--- config.mk ---
export PLATFORM = sky130hd
export DESIGN_NAME = mul4_fitness_scorer_flat
export DESIGN_NICKNAME = d
export VERILOG_FILES = /design/src/rtl/mul4_fitness_scorer_if.sv /design/src/rtl/mul4_fitness_scorer.sv /design/src/flat_wrapper.sv
export SDC_FILE = /design/constraint.sdc
export NUM_CORES = 1
export LEC_CHECK = 0
export ABC_AREA = 1
export CORE_MARGIN = 10
export CORE_UTILIZATION = 52
export CTS_BUF_LIST = sky130_fd_sc_hd__clkbuf_2
export CTS_CLUSTER_DIAMETER = 50
export DETAILED_ROUTE_END_ITERATION = 16
export HOLD_SLACK_MARGIN = 0.05
export PLACE_DENSITY = 0.83
export SYNTH_ARGS = -nofsm -noshare
export SYNTH_HDL_FRONTEND = slang
export SYNTH_SLANG_ARGS = --single-unit
--- constraint.sdc ---
create_clock -name clk -period 7.57 [get_ports clk]
set_input_delay 1.1355 -clock clk [delete_from_list [all_inputs] [get_ports clk]]
set_output_delay 1.1355 -clock clk [all_outputs]
set_load 0.01 [all_outputs]
--- src/rtl/mul4_fitness_scorer_if.sv ---
// Batch and result signals between the tournament/evaluator side and the mul4 fitness scorer.
// Transfer rule: a batch moves when in_valid && in_ready at a rising clk edge; upstream holds data until then.
interface mul4_fitness_scorer_if #(
   parameter int LANES   = 16,
   parameter int SCORE_W = 9
);
   logic               start;
   logic               in_valid;
   logic               in_ready;
   logic [LANES-1:0]   a1;
   logic [LANES-1:0]   a0;
   logic [LANES-1:0]   b1;
   logic [LANES-1:0]   b0;
   logic [LANES-1:0]   y3;
   logic [LANES-1:0]   y2;
   logic [LANES-1:0]   y1;
   logic [LANES-1:0]   y0;
   logic               busy;
   logic               done;
   logic [SCORE_W-1:0] score;
   logic               perfect;

   modport master (
      output start, in_valid, a1, a0, b1, b0, y3, y2, y1, y0,
      input  in_ready, busy, done, score, perfect
   );

   modport slave (
      input  start, in_valid, a1, a0, b1, b0, y3, y2, y1, y0,
      output in_ready, busy, done, score, perfect
   );
endinterface

--- src/rtl/mul4_fitness_scorer.sv ---
// Scores an evolved 2x2-bit multiplier: compares candidate outputs against the golden product
// per lane and accumulates correct bits over NBATCH batches. state_dbg: 0 idle, 1 run, 2 drain, 3 done.
module mul4_fitness_scorer #(
   parameter int LANES   = 16,
   parameter int NBATCH  = 4,
   parameter int SCORE_W = $clog2(4*LANES*NBATCH+1)
) (
   input  logic                  clk,
   input  logic                  rst,
   mul4_fitness_scorer_if.slave  bus,
   output logic [1:0]            state_dbg
);
   localparam int MATCH_W   = 4*LANES;
   localparam int POP_W     = $clog2(MATCH_W+1);
   localparam int CNT_W     = (NBATCH > 1) ? $clog2(NBATCH) : 1;
   localparam int MAX_SCORE = 4*LANES*NBATCH;

   typedef enum logic [1:0] {
      IDLE  = 2'd0,
      RUN   = 2'd1,
      DRAIN = 2'd2,
      DONE  = 2'd3
   } state_t;

   state_t               state;
   state_t               state_nxt;
   logic                 transfer;
   logic                 last_transfer;
   logic                 clear;
   logic [CNT_W-1:0]     count;
   logic                 s1_valid;
   logic [MATCH_W-1:0]   s1_match;
   logic [POP_W-1:0]     s1_pop;
   logic [SCORE_W-1:0]   score;
   logic [LANES-1:0]     g0;
   logic [LANES-1:0]     g1;
   logic [LANES-1:0]     g2;
   logic [LANES-1:0]     g3;

   function automatic logic [POP_W-1:0] popcount(input logic [MATCH_W-1:0] v);
      logic [POP_W-1:0] c;
      c = '0;
      for (int i = 0; i < MATCH_W; i++) begin
         c = c + POP_W'(v[i]);
      end
      return c;
   endfunction

   // Golden 2x2 product bits, evaluated lane-parallel.
   assign g0 = bus.a0 & bus.b0;
   assign g1 = (bus.a1 & bus.b0) ^ (bus.a0 & bus.b1);
   assign g2 = bus.a1 & bus.b1 & ~(bus.a0 & bus.b0);
   assign g3 = bus.a1 & bus.a0 & bus.b1 & bus.b0;

   // Derived from state directly so the handshake does not loop through the FSM's comb block.
   assign transfer      = bus.in_valid && (state == RUN);
   assign last_transfer = transfer && (count == CNT_W'(NBATCH-1));
   assign s1_pop        = popcount(s1_match);
   assign state_dbg     = state;
   assign bus.score     = score;

   always_ff @(posedge clk or posedge rst) begin
      if (rst) begin
         state <= IDLE;
      end else begin
         state <= state_nxt;
      end
   end

   always_comb begin
      state_nxt    = state;
      clear        = 1'b0;
      bus.in_ready = 1'b0;
      bus.busy     = 1'b0;
      bus.done     = 1'b0;
      bus.perfect  = 1'b0;
      case (state)
         IDLE: begin
            if (bus.start) begin
               state_nxt = RUN;
               clear     = 1'b1;
            end
         end
         RUN: begin
            bus.in_ready = 1'b1;
            bus.busy     = 1'b1;
            if (last_transfer) begin
               state_nxt = DRAIN;
            end
         end
         DRAIN: begin
            bus.busy = 1'b1;
            // The accumulate stage is the score register itself, so an empty S1 means the sum is final.
            if (!s1_valid) begin
               state_nxt = DONE;
            end
         end
         DONE: begin
            bus.done    = 1'b1;
            bus.perfect = (score == SCORE_W'(MAX_SCORE));
            if (bus.start) begin
               state_nxt = RUN;
               clear     = 1'b1;
            end
         end
         default: begin
            state_nxt = IDLE;
         end
      endcase
   end

   always_ff @(posedge clk or posedge rst) begin
      if (rst) begin
         count    <= '0;
         s1_valid <= 1'b0;
         s1_match <= '0;
         score    <= '0;
      end else begin
         s1_valid <= transfer;
         // Match vector is captured only on a transfer, so idle bus contents never reach the score.
         if (transfer) begin
            s1_match <= ~({bus.y3, bus.y2, bus.y1, bus.y0} ^ {g3, g2, g1, g0});
            count    <= count + CNT_W'(1);
         end
         if (clear) begin
            count <= '0;
            score <= '0;
         end else if (s1_valid) begin
            score <= score + SCORE_W'(s1_pop);
         end
      end
   end
endmodule

--- src/flat_wrapper.sv ---
// flat-port wrapper written by rule: the top's interface ports become plain ports
module mul4_fitness_scorer_flat 
#(
   parameter int LANES   = 16,
   parameter int NBATCH  = 4,
   parameter int SCORE_W = $clog2(4*LANES*NBATCH+1)
)
  (clk, rst, state_dbg, bus_start, bus_in_valid, bus_a1, bus_a0, bus_b1, bus_b0, bus_y3, bus_y2, bus_y1, bus_y0, bus_in_ready, bus_busy, bus_done, bus_score, bus_perfect);
  mul4_fitness_scorer_if #(.LANES(LANES), .SCORE_W(SCORE_W)) bus_i ();
  input  logic clk;
  input  logic rst;
  output logic [1:0] state_dbg;
  input wire logic [$bits(bus_i.start)-1:0] bus_start;
  input wire logic [$bits(bus_i.in_valid)-1:0] bus_in_valid;
  input wire logic [$bits(bus_i.a1)-1:0] bus_a1;
  input wire logic [$bits(bus_i.a0)-1:0] bus_a0;
  input wire logic [$bits(bus_i.b1)-1:0] bus_b1;
  input wire logic [$bits(bus_i.b0)-1:0] bus_b0;
  input wire logic [$bits(bus_i.y3)-1:0] bus_y3;
  input wire logic [$bits(bus_i.y2)-1:0] bus_y2;
  input wire logic [$bits(bus_i.y1)-1:0] bus_y1;
  input wire logic [$bits(bus_i.y0)-1:0] bus_y0;
  output wire logic [$bits(bus_i.in_ready)-1:0] bus_in_ready;
  output wire logic [$bits(bus_i.busy)-1:0] bus_busy;
  output wire logic [$bits(bus_i.done)-1:0] bus_done;
  output wire logic [$bits(bus_i.score)-1:0] bus_score;
  output wire logic [$bits(bus_i.perfect)-1:0] bus_perfect;
  assign bus_i.start = bus_start;
  assign bus_i.in_valid = bus_in_valid;
  assign bus_i.a1 = bus_a1;
  assign bus_i.a0 = bus_a0;
  assign bus_i.b1 = bus_b1;
  assign bus_i.b0 = bus_b0;
  assign bus_i.y3 = bus_y3;
  assign bus_i.y2 = bus_y2;
  assign bus_i.y1 = bus_y1;
  assign bus_i.y0 = bus_y0;
  assign bus_in_ready = bus_i.in_ready;
  assign bus_busy = bus_i.busy;
  assign bus_done = bus_i.done;
  assign bus_score = bus_i.score;
  assign bus_perfect = bus_i.perfect;
  mul4_fitness_scorer #(.LANES(LANES), .NBATCH(NBATCH), .SCORE_W(SCORE_W)) u_core (.clk(clk), .rst(rst), .bus(bus_i), .state_dbg(state_dbg));
endmodule
==> results of run 1 <==
-- state kept, by name (all words and copies together) (netlist names) --
signal / count
u_core.s1_valid: 1
u_core.count: 2
u_core.bus.score: 9
u_core.state_dbg: 2
u_core.s1_match: 64
-- per-layer routing --
layer  vias up  routed length, um
met4         0                211
met1      2451               5690
met2       130               7990
li1       2538                  -
met3        17                753
met5         -                  0
-- layout make-up --
cell class,instances,area [um^2]
clock buffers,9,45.0
well taps,143,179
fillers,901,3620
clock inverters,7,80.1
flip-flops and latches,78,1950
inverters,122,459
repair buffers,148,1480
multi-input cells,499,3610
-- worst paths after layout --
check                           cells past startpoint           startpoint             endpoint
worst min register to register                      2  u_core.s1_match[19]  u_core.s1_match[19]
max in group asynchronous                           3                  rst  u_core.s1_match[44]
min in group asynchronous                           3                  rst      u_core.s1_valid
worst max-delay path                               22   u_core.s1_match[0]  u_core.bus.score[8]
worst max register to register                     22   u_core.s1_match[0]  u_core.bus.score[8]
worst min-delay path                                2  u_core.s1_match[19]  u_core.s1_match[19]
-- cell usage in the layout, fill, tap and decap left out, drive strengths merged, types with 2 or more instances in the layout --
cell	count
nand2	183
clkdlybuf4s50	146
inv	124
dfrtp	78
o21ai	56
fa	55
xnor2	46
nand3	39
ha	28
nand4	19
nor2	19
nand3b	12
a22o	10
clkbuf	9
o22ai	8
a21oi	8
or2	6
xor2	4
clkinvlp	2
buf	2
clkinv	2
-- logic make-up (layout without fill, tap and decap cells) --
logic type | after synthesis | count (layout) | synth area share [%]
AND/OR/NAND/NOR | 280 | 280 | 20.2
buffers and inverters | 135 | 286 | 8.62
AO/OA/AOI/OAI | 86 | 86 | 8.02
adder cells (fa/ha/maj) | 83 | 83 | 23.9
flip-flops | 78 | 78 | 32.1
XOR/XNOR | 50 | 50 | 7.20
-- tightest hold or removal path: stages (launching register included) --
cell and delay (ns):
dfrtp_1 0.40, nand2_1 0.05, nand2_1 0.05
-- stage by stage --
step,cells,util (%),hold slack [ns]
finish,1006,68.3,0.513
floorplan,712,-,0.449
global route,1006,68.3,0.548
CTS,1006,68.3,0.517
detailed placement,990,67.2,0.470
global placement,990,67.2,0.468
==> run_results.csv, run 1 <==
group,metric,value,unit
synth,netlist_area,6080,um^2
setup_path,worstPathRequired,8.03,ns
cts,htree_levels,3,
min_path,hold_path.class,"reg2reg",
drt,drtAntennaViolNets,0,
synth,synth-edff-count,0,
drt,via_per_inst,5.11,
place,placed_area,7670,um^2
synth,synth_cell_types,31,
global_routing,grt_pass1_wl,24300,um
synth,synthArstFlopShare,100,%
sta,slew_viol_final,0,
setup_path,regToRegSetupSlack,0.47,ns
place,dp_slack,0.497,ns
sta,fin_crit,7.10,ns
setup_path,worstPathCellList,"ha_1 > inv_1 > fa_1 > fa_1 > fa_1 > fa_1 > fa_1 > fa_1 > fa_1 > fa_1 > fa_1 > fa_1 > o21ai_1 > a21oi_1 > o21bai_1 > ha_1 > nand2_1 > inv_1 > a21boi_0 > nand2_1 > a21oi_1 > nor2_1",
status,outcome,"finished clean",
synth,synth_most_common_cell,"nand2_1",
job,maxCapViolCount,0,
drt,via_count,5136,
global_routing,grtUsageTotal,17.9,%
cts,cts.repair.resized,0,
sta,skew,0.0284,ns
global_routing,antenna_found_initial,0,
sta,period_share,93.9,%
cts,clk_latency,0.56,ns
global_routing,grt_max_degree,101,
finish,antennaDiodeCount,0,
cts,post_cts_buffers,0,
sta,fin_ws,0.465,ns
sta,hold_violations,0,
synth,synth_area_leader_cell,"dfrtp_1",
global_routing,grt_pass1_vias,5413,
cts,numClockSinks,78,
finish,final_area,7800,um^2
synth,yosys_most_used_dff,"dfrtp_1",
cts,cts_root_buf,"clkbuf_2",
sta,setup_violations,0,
setup_path,critPathLaunchType,"flip-flop",
drt,wl_per_cell,14.6,um
sta,fin_tns_setup,0,ns
sta,rsz0062_at_grt,"no",
finish,drive_gt1_share,3.82,%
die,die_area,16400,um^2
setup_path,cp_data_arrival_time,7.57,ns
cts,path_clk_slew,0.21,ns
setup_path,critical_path.max_stage_delay,0.57,ns
global_routing,busiest_layer,"met2",
synth,syn_nets,927,
die,fp-row-count,39,
setup_path,crit_slowest_cell,"fa_1",
global_routing,met2_usage,33.2,%
synth,synth_commonest_cells,"nand2_1, inv_1, dfrtp_1",
sta,slew_headroom,34.8,%
place,dpl.hpwl,12500,um
setup_path,end_kind,"flip-flop",
cts,clock_path_buffers,2,
global_routing,grt.met1_usage,20.1,%
drt,drt_iter0_drc,319,
cts,cts_tree,"done",
synth,synthCells,712,
sta,max_freq,0.141,GHz
setup_path,cp_num_buf_inv,2,
synth,ys_ff_latch,78,
die,coreArea,11400,um^2
synth,synth.area.top_cells,"dfrtp_1, fa_1, nand2_1",
place,gp_congestion,0.840,
finish,layout.nets,1073,
die,fp.dieW,128,um
drt,dr.pass1.iters,5,
drt,routed_wl,14600,um
synth,avgSynthCellArea,8.54,um^2
die,start_util,53.3,%
die,die_h,128,um
sta,tightest_slew,0.977,ns
synth,yosys_warnings,0,
finish,syn_to_final_growth,28.2,%
synth,synth_top_area_share,32.1,%
global_routing,grtUsageMet3,4.30,%
cts,numCtsBuffers,9,
synth,ys_seq_area_share,32.1,%
setup_path,path_delay_family,"adder cells",
setup_path,crit_fanout,5,
setup_path,path_class,"reg2reg",
global_routing,gr-total-overflow,0,
drt,drc,0,
setup_path,timing.critical_path.mode_cell,"fa_1",
die,ios,147,
place,port_buffers,146,
cts,holdBufCountCts,0,
Power of run 1 is not shown: default switching activity piles up to over one toggle a cycle in this logic, so the estimate is an artifact.
==> inputs of run 2 (changes only) <==
--- a/config.mk
+++ b/config.mk
@@ -6,13 +6,13 @@
 export NUM_CORES = 1
 export LEC_CHECK = 0
 export ABC_AREA = 1
-export CORE_MARGIN = 10
-export CORE_UTILIZATION = 52
-export CTS_BUF_LIST = sky130_fd_sc_hd__clkbuf_2
+export CAP_MARGIN = 15
+export CORE_MARGIN = 4
+export CORE_UTILIZATION = 51
 export CTS_CLUSTER_DIAMETER = 50
 export DETAILED_ROUTE_END_ITERATION = 16
 export HOLD_SLACK_MARGIN = 0.05
-export PLACE_DENSITY = 0.83
+export PLACE_DENSITY = 0.82
 export SYNTH_ARGS = -nofsm -noshare
 export SYNTH_HDL_FRONTEND = slang
 export SYNTH_SLANG_ARGS = --single-unit
==> run 2 against run 1 <==
Compared with the run above: via count decreased by 0.31%; final area up 2.7%; global-route usage grew 4.0 points; die area fell by 16%; sequential share of layout area fell by 0.65 points; hold slack got worse by 0.031 ns; sequential cell count stayed put; critical path depth did not move; critical path type unchanged.
==> run_results.csv, run 2 (same netlist as run 1, synthesis figures left out) <==
group,metric,value,unit
cts,path_clk_slew,0.06,ns
die,fp-row-count,39,
finish,antennaDiodeCount,0,
drt,wl_per_cell,14.3,um
finish,regArea,1950,um^2
finish,fillCellCount,935,
drt,dr.pass1.iters,4,
drt,drtAntennaViolNets,0,
setup_path,crit_fanout,5,
global_routing,busiest_layer,"met2",
die,die_area,13700,um^2
sta,setup_violations,0,
setup_path,cp_data_arrival_time,7.30,ns
global_routing,grt_pass1_wl,23600,um
cts,cts.repair.resized,0,
sta,slew_headroom,35.4,%
die,coreArea,11600,um^2
finish,top_regs,"u_core.s1_match x64, u_core.bus.score x9",
finish,multi_input_area,3610,um^2
global_routing,grt_pass1_vias,5396,
job,maxCapViolCount,0,
setup_path,path_class,"reg2reg",
drt,via_per_inst,5.09,
status,outcome,"finished clean",
place,port_buffers,146,
global_routing,gr-total-overflow,0,
drt,routed_wl,14300,um
finish,syn_to_final_growth,31.6,%
global_routing,grtUsageTotal,21.9,%
cts,clk_latency,0.34,ns
global_routing,grt.met1_usage,25.4,%
global_routing,antenna_found_initial,0,
sta,period_share,93.5,%
finish,top_register,"u_core.s1_match",
sta,tightest_slew,0.969,ns
place,gp_congestion,0.820,
die,start_util,52.6,%
drt,drc,0,
finish,final_common_cell,"nand2_1",
global_routing,grt_max_degree,101,
finish,final_cell_mix,"nand2_1, clkdlybuf4s50_1, inv_1",
cts,clock_path_buffers,2,
sta,slew_viol_final,0,
die,ios,147,
cts,numClockSinks,78,
sta,fin_tns_setup,0,ns
finish,layout.nets,1073,
die,die_h,117,um
sta,fin_crit,7.08,ns
sta,max_freq,0.141,GHz
setup_path,worstPathRequired,7.79,ns
cts,post_cts_buffers,0,
setup_path,regToRegSetupSlack,0.49,ns
die,fp.dieW,117,um
setup_path,end_kind,"flip-flop",
place,dpl.hpwl,11700,um
cts,cts_root_buf,"clkbuf_16",
cts,numCtsBuffers,9,
min_path,hold_path.class,"reg2reg",
cts,cts_tree,"done",
sta,hold_violations,0,
sta,skew,0.00854,ns
finish,largest_reg_flops,64,
cts,holdBufCountCts,0,
global_routing,met2_usage,40.9,%
drt,via_count,5120,
global_routing,grtUsageMet3,3.55,%
setup_path,critPathLaunchType,"flip-flop",
drt,drt_iter0_drc,275,
finish,drive_gt1_share,3.82,%
sta,rsz0062_at_grt,"no",
cts,htree_levels,3,
-- run 2: changes by cell type in the layout (fill, tap and decap cells not counted) --
cell	previous run	this run
clkinvlp_4	2	1
clkbuf_16	0	9
bufinv_16	1	2
clkbuf_8	0	2
clkbuf_2	9	0
inv_6	3	0
clkinv_2	1	2
-- run 2: per-layer routing --
layer | vias up | wire length (um) | share of wire (%)
met1 | 2442 | 5610 | 39
met5 | - | 0 | 0
met3 | 23 | 540 | 3.8
li1 | 2541 | - | -
met2 | 114 | 7890 | 55
met4 | 0 | 311 | 2.2
-- run 2: layout make-up --
| cell class | instances | share of cell area (%) |
|---|---|---|
| Timing Repair Buffer | 148 | 18.4 |
| Tap cell | 143 | 2.23 |
| Clock inverter | 5 | 1.02 |
| Inverter | 122 | 5.74 |
| Multi-Input combinational cell | 499 | 45.0 |
| Clock buffer | 11 | 3.16 |
| Sequential cell | 78 | 24.4 |
-- run 2: worst max-delay path, cell delays in order (launching register included) --
cell,delay (ns)
dfrtp_1,0.39
ha_1,0.30
inv_1,0.07
fa_1,0.52
fa_1,0.52
fa_1,0.52
fa_1,0.58
fa_1,0.45
fa_1,0.54
fa_1,0.42
fa_1,0.46
fa_1,0.43
fa_1,0.42
o21ai_1,0.23
a21oi_1,0.09
o21bai_1,0.13
ha_1,0.29
nand2_1,0.11
inv_1,0.04
a21boi_0,0.16
nand2_1,0.09
a21oi_1,0.13
nor2_1,0.06
-- run 2: worst paths after layout --
check | to | from | depth (start not counted)
min reg2reg | u_core.s1_match[19] | u_core.s1_match[19] | 2
min | u_core.s1_match[19] | u_core.s1_match[19] | 2
max in group asynchronous | u_core.s1_match[0] | rst | 3
max reg2reg | u_core.bus.score[8] | u_core.s1_match[0] | 22
max | u_core.bus.score[8] | u_core.s1_match[0] | 22
min in group asynchronous | u_core.s1_valid | rst | 3
-- run 2: through the flow --
step                      std cells  hold WS (ns)  instance area [um^2]  setup WS (ns)  util (%)
final                          1006         0.482                  8010          0.494      69.2
after global routing           1006         0.505                  8010          0.156      69.2
after floorplan                 712         0.449                  6080          0.851         -
after detailed placement        990         0.469                  7670          0.526      66.3
after CTS                      1006         0.485                  8010          0.468      69.2
after global placement          990         0.467                  7670          0.680      66.3
Power of run 2 is left out for the same reason.
==> inputs of run 3 (changes only) <==
--- a/config.mk
+++ b/config.mk
@@ -6,6 +6,7 @@
 export NUM_CORES = 1
 export LEC_CHECK = 0
 export ABC_AREA = 1
+export ABC_CLOCK_PERIOD_IN_PS = 7570
 export CAP_MARGIN = 15
 export CORE_MARGIN = 4
 export CORE_UTILIZATION = 51
==> results of run 3 <==
Same layout as run 2: the final DEF is identical, and so are final timing and power.
Power of run 3 is left out for the same reason.
